`src/rtl/safe_display_if.sv`:
```
// Signal bundle between the safe keypad/comparator side and the display sequencer.
// The master drives the keypad and comparator strobes. The slave drives the decoder codes and the entry buffer.
interface safe_display_if;
   logic [3:0]  digit_in;
   logic        digit_valid;
   logic        clear;
   logic        unlock_ok;
   logic        unlock_fail;
   logic [19:0] code_out;
   logic [3:0]  blink_out;
   logic [15:0] entry_bcd;
   logic [2:0]  entry_count;
   logic        entry_full;
   logic        busy;

   modport master (
      output digit_in, digit_valid, clear, unlock_ok, unlock_fail,
      input  code_out, blink_out, entry_bcd, entry_count, entry_full, busy
   );

   modport slave (
      input  digit_in, digit_valid, clear, unlock_ok, unlock_fail,
      output code_out, blink_out, entry_bcd, entry_count, entry_full, busy
   );
endinterface

```
`src/rtl/safe_display_ctrl.sv`:
```
// Four-digit readout sequencer for the safe: code-entry buffer, cursor blink and timed pass/fail banners.
// The per-digit slices decode the next-state view, and the top registers every output.

module safe_display_digit #(
   parameter int POS = 0
) (
   input  logic       show_pass,
   input  logic       show_fail,
   input  logic [2:0] count,
   input  logic [3:0] nib,
   input  logic       phase,
   output logic [4:0] code,
   output logic       blank
);
   // Position POS holds the (3-POS)-th entered digit, so it is filled once count exceeds that index.
   localparam logic [2:0] SLOT = 3'(3 - POS);

   always_comb begin
      code  = 5'd15;
      blank = 1'b0;
      if (show_pass) begin
         code = 5'd16;
      end else if (show_fail) begin
         blank = phase;
      end else begin
         if (count > SLOT)  code  = {1'b0, nib};
         if (count == SLOT) blank = phase;
      end
   end
endmodule

module safe_display_ctrl #(
   parameter int BLINK_DIV   = 25_000_000,
   parameter int HOLD_CYCLES = 100_000_000
) (
   input  logic          clk,
   input  logic          rst,
   safe_display_if.slave bus
);
   localparam int BW = (BLINK_DIV > 2) ? $clog2(BLINK_DIV) : 1;
   localparam int HW = (HOLD_CYCLES > 1) ? $clog2(HOLD_CYCLES) : 1;
   localparam logic [BW-1:0] BLINK_LAST = BW'(BLINK_DIV - 1);
   localparam logic [HW-1:0] HOLD_LAST  = HW'(HOLD_CYCLES - 1);

   typedef enum logic [1:0] {ENTRY, SHOW_PASS, SHOW_FAIL} state_e;

   state_e          state, state_nxt;
   logic [15:0]     bcd, bcd_nxt;
   logic [2:0]      count, cnt_nxt;
   logic [HW-1:0]   hold_cnt, hold_nxt;
   logic [BW-1:0]   blink_cnt, blink_cnt_nxt;
   logic            phase, phase_nxt;
   logic            restart;
   logic [1:0]      cursor;
   logic [3:0][4:0] code_nxt;
   logic [3:0]      blink_nxt;
   logic [19:0]     code_q;
   logic [3:0]      blink_q;
   logic            busy_q;
   logic            full_q;

   // Next free slot is position 3-count.
   assign cursor = ~count[1:0];

   always_comb begin
      state_nxt = state;
      bcd_nxt   = bcd;
      cnt_nxt   = count;
      hold_nxt  = hold_cnt;
      restart   = 1'b0;
      case (state)
         ENTRY: begin
            if (bus.unlock_ok) begin
               state_nxt = SHOW_PASS;
               hold_nxt  = '0;
               restart   = 1'b1;
            end else if (bus.unlock_fail) begin
               state_nxt = SHOW_FAIL;
               hold_nxt  = '0;
               restart   = 1'b1;
            end else if (bus.clear) begin
               bcd_nxt = '0;
               cnt_nxt = '0;
               restart = 1'b1;
            end else if (bus.digit_valid && count < 3'd4 && bus.digit_in <= 4'd9) begin
               bcd_nxt[4*cursor +: 4] = bus.digit_in;
               cnt_nxt = count + 3'd1;
               restart = 1'b1;
            end
         end
         default: begin
            // The buffer stays readable by the comparator until the banner times out.
            if (hold_cnt == HOLD_LAST) begin
               state_nxt = ENTRY;
               bcd_nxt   = '0;
               cnt_nxt   = '0;
               restart   = 1'b1;
            end else begin
               hold_nxt = hold_cnt + 1'b1;
            end
         end
      endcase

      blink_cnt_nxt = blink_cnt + 1'b1;
      phase_nxt     = phase;
      if (restart) begin
         blink_cnt_nxt = '0;
         phase_nxt     = 1'b0;
      end else if (blink_cnt == BLINK_LAST) begin
         blink_cnt_nxt = '0;
         phase_nxt     = ~phase;
      end
   end

   for (genvar g = 0; g < 4; g++) begin : g_dig
      safe_display_digit #(.POS(g)) u_dig (
         .show_pass (state_nxt == SHOW_PASS),
         .show_fail (state_nxt == SHOW_FAIL),
         .count     (cnt_nxt),
         .nib       (bcd_nxt[4*g +: 4]),
         .phase     (phase_nxt),
         .code      (code_nxt[g]),
         .blank     (blink_nxt[g])
      );
   end

   always_ff @(posedge clk or posedge rst) begin
      if (rst) begin
         state     <= ENTRY;
         bcd       <= '0;
         count     <= '0;
         hold_cnt  <= '0;
         blink_cnt <= '0;
         phase     <= 1'b0;
         code_q    <= {4{5'd15}};
         blink_q   <= '0;
         busy_q    <= 1'b0;
         full_q    <= 1'b0;
      end else begin
         state     <= state_nxt;
         bcd       <= bcd_nxt;
         count     <= cnt_nxt;
         hold_cnt  <= hold_nxt;
         blink_cnt <= blink_cnt_nxt;
         phase     <= phase_nxt;
         code_q    <= code_nxt;
         blink_q   <= blink_nxt;
         busy_q    <= (state_nxt != ENTRY);
         full_q    <= (cnt_nxt == 3'd4);
      end
   end

   assign bus.code_out    = code_q;
   assign bus.blink_out   = blink_q;
   assign bus.entry_bcd   = bcd;
   assign bus.entry_count = count;
   assign bus.entry_full  = full_q;
   assign bus.busy        = busy_q;
endmodule

```
`src/flat_wrapper.sv`:
```
// flat-port wrapper written by rule: the top's interface ports become plain ports
module safe_display_ctrl_flat 
#(
   parameter int BLINK_DIV   = 25_000_000,
   parameter int HOLD_CYCLES = 100_000_000
)
  (clk, rst, bus_digit_in, bus_digit_valid, bus_clear, bus_unlock_ok, bus_unlock_fail, bus_code_out, bus_blink_out, bus_entry_bcd, bus_entry_count, bus_entry_full, bus_busy);
  safe_display_if bus_i ();
  input  logic clk;
  input  logic rst;
  input wire logic [$bits(bus_i.digit_in)-1:0] bus_digit_in;
  input wire logic [$bits(bus_i.digit_valid)-1:0] bus_digit_valid;
  input wire logic [$bits(bus_i.clear)-1:0] bus_clear;
  input wire logic [$bits(bus_i.unlock_ok)-1:0] bus_unlock_ok;
  input wire logic [$bits(bus_i.unlock_fail)-1:0] bus_unlock_fail;
  output wire logic [$bits(bus_i.code_out)-1:0] bus_code_out;
  output wire logic [$bits(bus_i.blink_out)-1:0] bus_blink_out;
  output wire logic [$bits(bus_i.entry_bcd)-1:0] bus_entry_bcd;
  output wire logic [$bits(bus_i.entry_count)-1:0] bus_entry_count;
  output wire logic [$bits(bus_i.entry_full)-1:0] bus_entry_full;
  output wire logic [$bits(bus_i.busy)-1:0] bus_busy;
  assign bus_i.digit_in = bus_digit_in;
  assign bus_i.digit_valid = bus_digit_valid;
  assign bus_i.clear = bus_clear;
  assign bus_i.unlock_ok = bus_unlock_ok;
  assign bus_i.unlock_fail = bus_unlock_fail;
  assign bus_code_out = bus_i.code_out;
  assign bus_blink_out = bus_i.blink_out;
  assign bus_entry_bcd = bus_i.entry_bcd;
  assign bus_entry_count = bus_i.entry_count;
  assign bus_entry_full = bus_i.entry_full;
  assign bus_busy = bus_i.busy;
  safe_display_ctrl #(.BLINK_DIV(BLINK_DIV), .HOLD_CYCLES(HOLD_CYCLES)) u_core (.clk(clk), .rst(rst), .bus(bus_i));
endmodule
```
`config.mk`:
```
export PLATFORM = sky130hd
export DESIGN_NAME = safe_display_ctrl_flat
export DESIGN_NICKNAME = d
export VERILOG_FILES = /design/src/rtl/safe_display_if.sv /design/src/rtl/safe_display_ctrl.sv /design/src/flat_wrapper.sv
export SDC_FILE = /design/constraint.sdc
export NUM_CORES = 1
export LEC_CHECK = 0
export ABC_AREA = 1
export BUFFER_PORTS_ARGS = -buffer_cell sky130_fd_sc_hd__clkbuf_2
export CORE_MARGIN = 8
export CORE_UTILIZATION = 30
export CTS_BUF_LIST = sky130_fd_sc_hd__clkbuf_8 sky130_fd_sc_hd__clkbuf_16
export DETAILED_ROUTE_END_ITERATION = 6
export GPL_TIMING_DRIVEN = 0
export HOLD_SLACK_MARGIN = 0.15
export RECOVER_POWER = 100
export SKIP_LAST_GASP = 1
export SYNTH_ARGS = -nofsm -noshare
export SYNTH_HDL_FRONTEND = slang
export SYNTH_SLANG_ARGS = --single-unit
```
`constraint.sdc`:
```
create_clock -name clk -period 4.3 [get_ports clk]
set_input_delay 1.075 -clock clk [delete_from_list [all_inputs] [get_ports clk]]
set_output_delay 1.075 -clock clk [all_outputs]
set_load 0.01 [all_outputs]
```
* After elaboration in Yosys (flattened, before gate mapping) *
Index checks and enable logic that the tools add are counted.

word-level totals
  input port bits = 10
  output and inout port bits = 45
  logic and storage cells = 95
  bits in registers = 100

cells by class
  bitwise logic cells = 2
  order comparisons = 6
  shift operators = 2
  eq/ne operators = 10
  muxes and demuxes = 55
  add/subtract/negate cells = 4
  reduce and logical (&&, ||, !) cells = 6

operator list
  operator                 number
  $mux 27                  4
  $mux 16                  6
  $mux 25                  2
  $neg 4->34               1
  $shift 4x34->16 const A  1
  $shiftx 4x34->16         1
  $mux 4                   8
  $add 27x1->27 const B    1
  $eq 27x27->1 const B     1
  $add 25x1->25 const B    1
  $eq 25x25->1 const B     1
  $mux 1                   20
  $mux 5                   4
  $mux 3                   6
  $bwmux 16                1
  $mux 2                   4
  $eq 3x2->1 const B       2
  $gt 3x1->1 const B       2
  $gt 3x2->1 const B       2
  $le 4x4->1 const B       1
  $add 3x1->3 const B      1
  $eq 3x1->1 const B       1
  $eq 3x3->1 const B       1
  $logic_not 3->1          1
  other kinds (11)         12

* Depth between registers and ports, before layout *
  depth after elaboration = 12
  depth in mapped cells = 13
  depth with buffers taken out = 13

* Hierarchy *
Synthesis repeated with hierarchy kept, for this count alone.

unflattened totals
  cells, all modules = 731
  area total of the unflattened synthesis = 5570.3 um^2

by module, submodules not included
  module                                       seq. area each (um^2)  times used  cells an instance  area an instance (um^2)
  safe_display_ctrl                            2522.4                 1           658                5245.0
  safe_display_digit at u_core.g_dig[0].u_dig  0.0                    1           23                 96.3
  safe_display_digit at u_core.g_dig[1].u_dig  0.0                    1           18                 77.6
  safe_display_digit at u_core.g_dig[2].u_dig  0.0                    1           16                 76.3
  safe_display_digit at u_core.g_dig[3].u_dig  0.0                    1           16                 75.1

* Least setup slack after synthesis *
OpenSTA, ideal clock, no wires.

  kind = input to register
  start = input port bus_digit_in[2]
  end = register u_core.code_q[13] (netlist: u_core.bus.code_out[13])
  stages = 10
  library setup time = 72 ps
  data required time = 4228 ps
  arrival time = 2189 ps
  path buffers = 0
  path slack = 2039 ps
  cell sequence = o21ai_1 -> nand2_1 -> nor2_1 -> nand2_1 -> nand3_1 -> nor2_1 -> nor2_1 -> nand3_1 -> nand2_1 -> inv_1

RTL lines
  element               RTL line                  text
  start, declared       flat_wrapper.sv:11        input wire logic [$bits(bus_i.digit_in)-1:0] bus_digit_in;
  end signal, assigned  safe_display_ctrl.sv:135  code_q <= {4{5'd15}};
  end signal, assigned  safe_display_ctrl.sv:146  code_q <= code_nxt;
  end, declared         safe_display_ctrl.sv:57   logic [19:0] code_q;

* Worst setup path in the final report *
  start = register u_core.hold_cnt[0]
  end = register u_core.hold_cnt[14]

on the way
  longest elaborated chain between the ends = 3
  elaborated cells between the ends (all ways) = 6
  classes of those cells = add/sub (1); eq/ne (2); mux (2); reduce/logical (1)

ends and longest elaborated chain
  element                                               RTL line                                          text
  start, declared                                       safe_display_ctrl.sv:50                           logic [HW-1:0] hold_cnt, hold_nxt;
  start signal, assigned                                safe_display_ctrl.sv:143                          hold_cnt <= hold_nxt;
  $add 27x1->27 / $eq 27x27->1 (equally long branches)  safe_display_ctrl.sv:99, safe_display_ctrl.sv:93
  $mux 27 / $ne 2x2->1 (equally long branches)          -
  $mux 27 / $reduce_and 2->1 (equally long branches)    -

Several ways; a longest one is shown, not always the timed one. The select of a mux whose other input is x is not followed.
A chain may end at the register's enable or synchronous reset.

==> impl_results.md <==
- Status: finished clean
- Post-synthesis compound-gate area fraction: 7.71%
- Ys Warns: 0
- Die Y: 153 um
- Share of layout cells above drive strength 1: 9.75%
- Pin count of the biggest net entering global routing: 70
- CTS tree: done
- Post-layout instance area: 0.00629 mm^2
- H-tree Lvls: 3
- Peak supply drop: 0.227 mV
- Worst hold path depth: 1
- Met3 Use GR: 4.51%
- Total GRT Usage: 12.3%
- Worst-Margin Slew: 1.33 ns
- Worst Reg-to-Reg Cells: 13
- Number of stages on the worst setup path: 13
- CP max stage cell: clkbuf_1
- HP Class: reg2reg
- GR Layer Usage met2: 19.4%
- Setup Viol. Count Final: 0
- Post-synthesis sequential area ratio: 43.4%
- WP buf/inv: 3
- Placer Congestion: 0.872
- Final-layout fill cell count: 2020
- GRT Max-Usage Layer: met2
- Post-CTS Setup Repair Bufs: 0
- Vias in the first global route: 4719
- CP max FO: 10
- Core Region: 0.0186 mm^2
- Pwr dens: 284 mW/mm^2
- Setup TNS: 0 ns
- Multi-input gate area: 0.00250 mm^2
- Fin crit share: 71.6%
- Most frequent CP cell: nand2_1
- Clk sink count: 97
- Synth Instances: 729
- IO Count: 55
- CP Data Required Time: 4.59 ns
- Synthesized area: 0.00563 mm^2
- EDFF count, synth: 0
- Initial antenna violation count: 0
- Remaining global-route overflow: 0
- Row Count: 50
- Port buffer count: 54
- Post-synthesis mux area share: 0%
- Die width: 153 um
- Startpoint Class: register
- Yosys reg bits: 97
- Final #Nets: 812
- Sequential Area: 0.00245 mm^2
- Routed WL: 14100 um
- Initial Util: 30.3%
- Die Area: 0.0234 mm^2
- Post-DR wirelength/cell: 13.6 um
- Critical path arrival: 3.37 ns
- Remaining antenna violation count: 0
- XOR/XNOR Fraction of Synth Area: 3.11%
- RSZ-0062 raised after global routing: no
- CTS buffer count: 9
- Slew Limit Headroom: 10.5%
- Pre-CTS setup slack: 1.47 ns
- M1 GR Usage: 15.5%
- DRT iter0 DRCs: 318
- Dominant combinational cell family by area after synthesis: simple AND/OR/NAND/NOR gates
- Top delay family on crit path: simple AND/OR/NAND/NOR gates
- DRC: 0
- Worst setup EP type: register
- CTS Hold Bufs: 0
- Root Buffer Master: clkbuf_16
- Final hold vios: 0
- Post-route minimum period: 3.08 ns
- First-pass GRT wire length: 23500 um
- Leak pwr: 0.00297 uW
- DR vias/cell: 4.60
- Post-synth ARST share: 100%
- Commonest non-fill, non-tap cell in the layout: nand2_1
- Critical path's largest stage delay: 0.50 ns
- Hpwl dp: 10800 um
- Avg Inst Size Synth: 7.73 um^2
- Fmax achieved: 0.325 GHz
- Ant. Diodes: 0
- MaxCap Viol Count: 0
- Slew Viols, Final: 0
- Clock buffer depth: 2
- Adder-cell share of the synthesized area: 1.55%
- Final WS setup: 1.22 ns
- Most frequent cells in the layout: nand2_1 (151), inv_1 (107), nor2_1 (101)
- Placed Area: 0.00623 mm^2
- Synth unique cells: 46
- Main synth FF type: dfrtp_1
- Syn Nets: 746
- Post-cts sizing count: 0
- Crit path kind: reg2reg
- Clock latency at the later pin of the worst-skew pair: 0.36 ns
- Clk slew on worst S/H paths: 0.07 ns
- Skew final: 0.00920 ns
- Area grow syn2layout: 11.6%
- Number of iterations in the first detailed-routing pass: 4
- Worst-path cell chain: ha_1, nand2_1, nor2_1, nand2_2, nor2_1, nand2_1, nand2_1, clkbuf_1, clkinvlp_2, buf_8, nand2_1, o21ai_1, a21oi_2
- Vias post-DR: 4756
- Area fraction in and, or, nand and nor cells after synthesis: 33.9%
sequential cells by signal, indices dropped and copies added, names as in the netlist:
| name | cells |
|---|---|
| u_core.blink_cnt | 25 |
| u_core.bus.blink_out | 4 |
| u_core.bus.busy | 1 |
| u_core.bus.code_out | 17 |
| u_core.bus.entry_bcd | 16 |
| u_core.bus.entry_count | 3 |
| u_core.bus.entry_full | 1 |
| u_core.hold_cnt | 27 |
| u_core.phase | 1 |
| u_core.state | 2 |
worst register-to-register path, stage by stage (launching register included):
cell and delay [ns]:
dfrtp_1 0.44, ha_1 0.20, nand2_1 0.08, nor2_1 0.31
nand2_2 0.12, nor2_1 0.12, nand2_1 0.17, nand2_1 0.23
clkbuf_1 0.50, clkinvlp_2 0.37, buf_8 0.22, nand2_1 0.10
o21ai_1 0.07, a21oi_2 0.11
cell type report:
class                           count  area share, %
Buffer                             16           1.55
Clock inverter                      7          0.796
Timing Repair Buffer               55           3.78
Tap cell                          234           4.66
Multi-Input combinational cell    501           39.8
Inverter                          115           6.91
Clock buffer                        9           3.58
Sequential cell                    97           38.9
layer usage:
layer / share of wire [%] / wire (um) / vias to the layer above
li1: - / - / 2452
met1: 47 / 6680 / 2195
met2: 45 / 6400 / 92
met3: 5.6 / 796 / 17
met4: 1.5 / 218 / 0
met5: 0 / 0 / -
Yosys cell counts, types with 2 or more instances:
cell,n,area share (%)
o21bai_1,2,0.27
a21oi_2,7,1.1
nand2_1,145,9.7
xor2_1,17,2.6
ha_1,7,1.6
nor3_2,7,1.2
nand3b_1,3,0.40
nor3b_1,3,0.40
a21oi_1,18,1.6
nand2_2,7,0.78
nand3_1,72,6.4
o211ai_1,7,0.93
o21ai_1,11,0.98
buf_6,5,1.0
nand3_2,3,0.53
inv_1,106,7.1
o22ai_1,4,0.44
dfrtp_1,81,36
and3_1,2,0.22
nor2_1,96,6.4
nor2_4,5,1.0
nor2_2,6,0.67
nor3_1,31,2.8
dfstp_2,16,7.5
nand4_1,10,1.1
xnor2_1,3,0.47
nand2_4,6,1.2
o21ai_0,19,1.7
clkbuf_1,3,0.20
buf_4,5,0.67
inv_2,7,0.47
logic make-up (layout without fill, tap and decap cells):
family	count (synthesis)	count (layout)
xor+xnor	20	20
simple gates	401	401
compound gates	73	73
buf+inv	131	202
fa+ha+maj	7	7
flops	97	97
stage by stage:
step / util (%) / std cells / total power [uW] / hold slack, ns
floorplan: - / 729 / 1020 / 0.433
global placement: 33.4 / 1017 / 1050 / 0.451
detailed placement: 33.5 / 1018 / 1060 / 0.457
CTS: 35.0 / 1034 / 1820 / 0.466
global route: 33.8 / 1034 / 1860 / 0.489
finish: 33.8 / 1034 / 1790 / 0.458
worst paths after layout:
check / start / end / slack (ns)
setup / recovery: u_core.hold_cnt[0] / u_core.hold_cnt[14] / 1.22
max in group asynchronous: rst / u_core.bus.code_out[5] / 2.39
hold / removal: u_core.blink_cnt[0] / u_core.blink_cnt[0] / 0.46
min in group asynchronous: rst / u_core.hold_cnt[7] / 0.97
setup reg to reg: u_core.hold_cnt[0] / u_core.hold_cnt[14] / 1.22
hold reg to reg: u_core.blink_cnt[0] / u_core.blink_cnt[0] / 0.46
where the power goes:
part	switching [uW]	leakage, uW	total [uW]	internal [uW]
logic	61.4	0.00173	87.9	26.5
registers	16.4	0.00112	947	930
clock network	360	0.000121	751	391
(Power assumes the default switching activity.)
